===== config.mk =====
export PLATFORM = sky130hd
export DESIGN_NAME = mem_stage
export DESIGN_NICKNAME = d
export VERILOG_FILES = /design/src/rtl/mem_stage.sv
export SDC_FILE = /design/constraint.sdc
export NUM_CORES = 1
export LEC_CHECK = 0
export CAP_MARGIN = 20
export CORE_AREA = 3 3 192 194
export DETAILED_ROUTE_END_ITERATION = 8
export DIE_AREA = 0 0 195 197
export GPL_ROUTABILITY_DRIVEN = 0
export GPL_TIMING_DRIVEN = 0
export PLACE_DENSITY = 0.8
export SYNTH_ARGS = -nofsm -noshare
export SYNTH_HDL_FRONTEND = slang
export SYNTH_SLANG_ARGS = --single-unit

===== constraint.sdc =====
create_clock -name clk -period 2.6 [get_ports clk]
set_clock_uncertainty 0.1 [all_clocks]
set_input_delay 0.52 -clock clk [delete_from_list [all_inputs] [get_ports clk]]
set_output_delay 0.52 -clock clk [all_outputs]
set_load 0.05 [all_outputs]

===== src/rtl/mem_stage.sv =====
// Memory-access pipeline stage: collects load/store responses, shapes load
// data, and hands entries to WB; drops responses of flushed entries.
module mem_stage #(
   parameter int EX2MEM_LEN = 212,
   parameter int MEM2WB_LEN = 207
) (
   input  logic                  clk,
   input  logic                  resetn,
   output logic                  mem_allowin,
   input  logic                  exe_to_mem_valid,
   input  logic [EX2MEM_LEN-1:0] exe_to_mem_zip,
   input  logic                  wb_allowin,
   output logic                  mem_to_wb_valid,
   output logic [MEM2WB_LEN-1:0] mem_to_wb_zip,
   input  logic                  data_sram_data_ok,
   input  logic [31:0]           data_sram_rdata,
   output logic [38:0]           mem_rf_zip,
   output logic                  mem_ex,
   input  logic                  wb_ex
);

   localparam int RES_BIT = EX2MEM_LEN - 1;
   localparam int OP_LO   = EX2MEM_LEN - 4;
   localparam int REQ_BIT = EX2MEM_LEN - 5;
   localparam int RF_WE   = MEM2WB_LEN - 1;
   localparam int WA_LO   = MEM2WB_LEN - 6;
   localparam int WD_LO   = MEM2WB_LEN - 38;
   localparam int CSR_RD  = 136;
   localparam int CSR_WE  = 135;
   localparam int EX_BIT  = 24;
   localparam int ERTN    = 8;
   localparam int TLB_LO  = 5;
   localparam logic [2:0] TLB_OP_NONE = 3'd0;

   typedef enum logic [1:0] {IDLE, WAIT, DISCARD} state_t;

   state_t                state;
   logic                  mem_valid;
   logic                  buf_valid;
   logic                  res_r;
   logic                  req_r;
   logic [2:0]            op_r;
   logic [31:0]           data_buf;
   logic [MEM2WB_LEN-1:0] wb_r;

   logic        v;
   logic        ok;
   logic        ready_go;
   logic        leave;
   logic        accept;
   logic [1:0]  off;
   logic [31:0] src;
   logic [31:0] ld;
   logic [31:0] wdata;
   logic [7:0]  b;
   logic [15:0] h;

   // A response only belongs to the entry while it is waiting for one.
   assign ok       = data_sram_data_ok & (state == WAIT);
   assign v        = mem_valid & resetn;
   assign ready_go = ~req_r | ok | buf_valid;
   assign leave    = v & ready_go & wb_allowin;

   assign mem_allowin = ~resetn
                      | (state != DISCARD)
                        & (~mem_valid | ready_go & wb_allowin);

   assign accept = exe_to_mem_valid & mem_allowin & resetn & ~wb_ex;

   always_ff @(posedge clk) begin
      if (!resetn) begin
         state     <= IDLE;
         mem_valid <= 1'b0;
         buf_valid <= 1'b0;
         data_buf  <= '0;
         res_r     <= 1'b0;
         req_r     <= 1'b0;
         op_r      <= '0;
         wb_r      <= '0;
         wb_r[TLB_LO+:3] <= TLB_OP_NONE;
      end else if (wb_ex) begin
         mem_valid <= 1'b0;
         buf_valid <= 1'b0;
         if (state == WAIT && !data_sram_data_ok && !buf_valid)
            state <= DISCARD;
         else if (state == DISCARD && !data_sram_data_ok)
            state <= DISCARD;
         else
            state <= IDLE;
      end else begin
         if (state == DISCARD && data_sram_data_ok)
            state <= IDLE;
         if (ok && !leave) begin
            buf_valid <= 1'b1;
            data_buf  <= data_sram_rdata;
         end
         if (leave) begin
            mem_valid <= 1'b0;
            buf_valid <= 1'b0;
            if (state == WAIT)
               state <= IDLE;
         end
         if (accept) begin
            mem_valid <= 1'b1;
            buf_valid <= 1'b0;
            res_r     <= exe_to_mem_zip[RES_BIT];
            op_r      <= exe_to_mem_zip[OP_LO+:3];
            req_r     <= exe_to_mem_zip[REQ_BIT];
            wb_r      <= exe_to_mem_zip[MEM2WB_LEN-1:0];
            state     <= exe_to_mem_zip[REQ_BIT] ? WAIT : IDLE;
         end
      end
   end

   always_comb begin
      src = buf_valid ? data_buf : data_sram_rdata;
      off = wb_r[WD_LO+:2];
      b   = src[{off, 3'b000} +: 8];
      h   = off[1] ? src[31:16] : src[15:0];
      case (op_r)
         3'd1:    ld = {{24{b[7]}}, b};
         3'd2:    ld = {24'd0, b};
         3'd3:    ld = {{16{h[15]}}, h};
         3'd4:    ld = {16'd0, h};
         default: ld = src;
      endcase
      wdata = res_r ? ld : wb_r[WD_LO+:32];
      mem_to_wb_zip = wb_r;
      mem_to_wb_zip[WD_LO+:32] = wdata;
   end

   assign mem_to_wb_valid = v & ready_go & ~wb_ex;
   assign mem_ex = v & (wb_r[EX_BIT] | wb_r[ERTN]);

   assign mem_rf_zip = resetn ? {
      v & (res_r & ~ready_go | wb_r[CSR_RD] | wb_r[CSR_WE]),
      v & wb_r[RF_WE] & ~wb_r[EX_BIT] & ~wb_r[ERTN],
      wb_r[WA_LO+:5],
      wdata
   } : 39'd0;

endmodule

==> key figures <==
CTS
  – Worst skew pair latency: 0.57 ns
  – Clk slew on worst S/H paths: 0.06 ns
  – CTS Buffer Depth: 3
  – Num CTS Buffers: 28
  – Post-CTS Hold Buffers: 0
  – Clock sink total: 248
  – Root Buffer: clkbuf_16
  – TritonCTS clock tree: done
  – H-tree depth: 1

Detailed routing
  – Drt pass-1 iters: 6
  – Antenna viol nets, final: 0
  – First DRT Iteration DRCs: 892
  – Via count: 13100
  – Via density: 5.07
  – DRC violations left: 0
  – Routed len/inst: 21.2 µm
  – Routed Wire Length: 54.5 mm

Logic synthesis
  – Synth Register Bits: 248
  – Synth Area in Simple Gates: 0.114
  – Adder-cell area share of the yosys netlist: 0
  – Synth top area share: 0.376
  – Synth Area per Inst: 8.64 µm²
  – Largest family of logic cells by synthesized area: multiplexers
  – Post-synthesis cell count: 1527
  – Compound-Gate Fraction of Synth Area: 0.0929
  – Portion of netlist area occupied by mux cells: 0.214
  – Seq/Total Area, Yosys: 0.376
  – Area of the mapped netlist: 13200 µm²
  – Number of synthesized flops with an enable pin: 0
  – Largest cells by area after synthesis: dfxtp_1, mux2i_1, buf_4
  – Post-Synth XOR/XNOR Area: 0.000664
  – FFs w/ async S/R, synth: 0
  – Synth area leader: dfxtp_1
  – Top FF cell, synth: dfxtp_1
  – Yosys cell types: 50
  – Synth warn: 0
  – Post-synth net total: 1777

Final layout
  – Share of cells above drive strength 1: 0.264
  – Multi-input gate area: 6710 µm²
  – Number of fill cells: 2822
  – Synthesis-to-layout area growth: 64.2%
  – ANT cells: 0
  – Final #Nets: 2345
  – Design area: 21700 µm²
  – Final instance count without filler cells: 2576
  – FF+latch area: 4980 µm²

STA
  – Setup TNS: -31.74 ns
  – Slew headroom: 0.348
  – Fmax: 308 MHz
  – Final min period: 3.24 ns
  – Measured slew at the worst slew-check pin: 0.978 ns
  – Post-route worst setup slack: -0.643 ns
  – Final setup fails: 64
  – RSZ-0062 raised after global routing: yes
  – Hold Slack: 0.257 ns
  – Final Max Tran Viols: 0
  – Final hold vios: 0
  – Crit share post-route: 1.25

Floorplan
  – IO Count: 499
  – Die area: 38400 µm²
  – Row Count: 69
  – Height of the die: 197 µm
  – DIE WIDTH: 195 µm
  – Core footprint: 35400 µm²
  – Initial Util: 0.373

Power
  – P_leak: 10.3 nW
  – Internal: 0.00805 W
  – Total power: 0.0118 W
  – Cell area power density: 544 nW/µm²
  – Max VDD drop: 0.663 mV
  – Clock share of power: 0.368
  – Sequential share of power: 0.349
  – Sw power: 0.00374 W
  – Logic pwr share: 0.282
  – Switch share: 0.317

Worst setup path
  – WS Path Type: flop to primary output
  – Crit-path slowest cell: dfxtp_4
  – Worst reg2reg setup slack: 0.28 ns
  – Critical Path Start Type: flop
  – Critical path peak fanout: 4
  – CP arrival: 2.62 ns
  – Worst path bufs/invs: 4
  – CP Capture Type: primary output
  – Worst path top cell family by delay: buffers and inverters
  – WP data required: 1.98 ns
  – CP cell instances: clkbuf_4, nand2b_2, o22ai_4, o21ai_4, buf_12, buf_8, a311oi_4, buf_6
  – Largest stage delay on the critical path: 0.36 ns

Placed design
  – Hpwl dp: 37.7 mm
  – Placed instance count: 2485
  – IO Port Bufs: 497
  – Post-DP Area: 19000 µm²

Job
  – Max_cap viols: 0

Worst hold path
  – Tightest Hold Check Type: input port to flop

Global routing
  – Global-route wire length before repair: 76.8 mm
  – Initial antenna violation count: 2
  – Gr ovfl total: 0
  – Largest net degree at the start of global routing: 16
  – Vias in the first global route: 13400
  – GRT Overall Usage: 0.254

Outcome
  – Failing checks: setup timing
  – Status: finished, violations left
synth_stat cells, drive strengths merged (2+ instances only):
| cell type | n |
|---|---|
| nand2 | 258 |
| dfxtp | 248 |
| mux2i | 248 |
| buf | 224 |
| inv | 210 |
| clkbuf | 48 |
| o21ai | 43 |
| nand3 | 36 |
| nor2 | 33 |
| a21oi | 31 |
| a211oi | 26 |
| o211a | 16 |
| o22ai | 13 |
| mux4 | 11 |
| a31oi | 9 |
| nand2b | 9 |
| mux2 | 8 |
| o21a | 7 |
| a311oi | 6 |
| and2 | 6 |
| a211o | 4 |
| and3b | 4 |
| nor3b | 3 |
| o2111ai | 3 |
| o211ai | 3 |
| o221a | 3 |
| nor3 | 2 |
| o21bai | 2 |
| or2 | 2 |
path summary, 6_finish.rpt:
check             depth (start not counted)        endpoint       from
setup reg to reg                          6     data_buf[5]   state[1]
setup / recovery                          8  mem_rf_zip[21]  buf_valid
hold / removal                            3       mem_valid     resetn
hold reg to reg                           2       wb_r[131]  wb_r[131]
power by group through the flow:
stage          Combinational [W]  Sequential (W)  Clock [W]
3_5_place_dp             0.00293         0.00419          0
4_1_cts                  0.00316         0.00411    0.00441
2_1_floorplan            0.00183         0.00415          0
3_3_place_gp             0.00290         0.00418          0
5_1_grt                  0.00345         0.00414    0.00454
6_report                 0.00333         0.00412    0.00434
layout make-up:
type	instances	area share
clock inverters	13	0.0106
inverters	210	0.0364
plain buffers	269	0.0969
clock buffers	37	0.0362
flip-flops and latches	248	0.230
repair buffers	541	0.254
well taps	461	0.0266
multi-input cells	797	0.310
registers in the layout (all words and copies together), names as in the netlist:
signal	cells
wb_r	207
data_buf	32
op_r	3
state	2
buf_valid	1
mem_valid	1
req_r	1
res_r	1
metrics by stage:
stage | setup slack (ns) | util
3_5_place_dp | -1.30 | 0.537
2_1_floorplan | -0.238 | -
3_3_place_gp | -1.30 | 0.537
5_1_grt | -0.660 | 0.612
4_1_cts | -0.519 | 0.598
6_report | -0.643 | 0.612
kinds of logic after synthesis:
logic type	after synthesis
AND/OR/NAND/NOR	359
multiplexers	267
AO/OA/AOI/OAI	170
buffers and inverters	482
XOR/XNOR	1
flip-flops	248
routing by layer:
layer | share of wire | wire, µm | up-vias | track usage
met5 | 0.00068 | 37 | - | 0
met4 | 0.056 | 3050 | 4 | 0.0993
met3 | 0.10 | 5600 | 232 | 0.0839
met2 | 0.50 | 27200 | 828 | 0.461
met1 | 0.34 | 18700 | 6082 | 0.274
li1 | - | - | 5911 | -
worst reg2reg max path, delay by kind of cell, from the launching register on:
kind            cells  cell delay (ns)
compound gates      1             0.14
simple gates        3             0.68
buf+inv             2             0.97
flops               1             0.34
what timing repair did:
item / CTS / global route
cloned: 6 / 0
pin swaps: 48 / 34
setup endpoints to repair: 75 / 71
setup buffers: 22 / 15
resized for setup: 663 / 89
layout by cell type (no fill, tap or decap), types with 6 or more instances in the layout:
cell type,netlist,layout
buf_4,179,206
buf_8,0,14
mux4_2,11,11
nand2_1,258,253
dfxtp_1,248,242
nand2b_1,9,6
clkbuf_1,47,40
buf_12,0,10
buf_6,22,94
o211a_4,0,12
a21oi_2,0,14
buf_2,20,7
clkbuf_16,0,28
a211oi_4,0,21
o22ai_2,0,8
clkbuf_2,1,10
mux2i_4,0,18
o21ai_0,41,32
nor2_1,33,31
o21a_1,7,6
nand3_1,36,34
a21oi_4,0,6
inv_1,210,210
mux2i_1,248,225
dlygate4sd2_1,0,6
a21oi_1,31,11
clkdlybuf4s50_1,0,420
(Power assumes the default switching activity.)
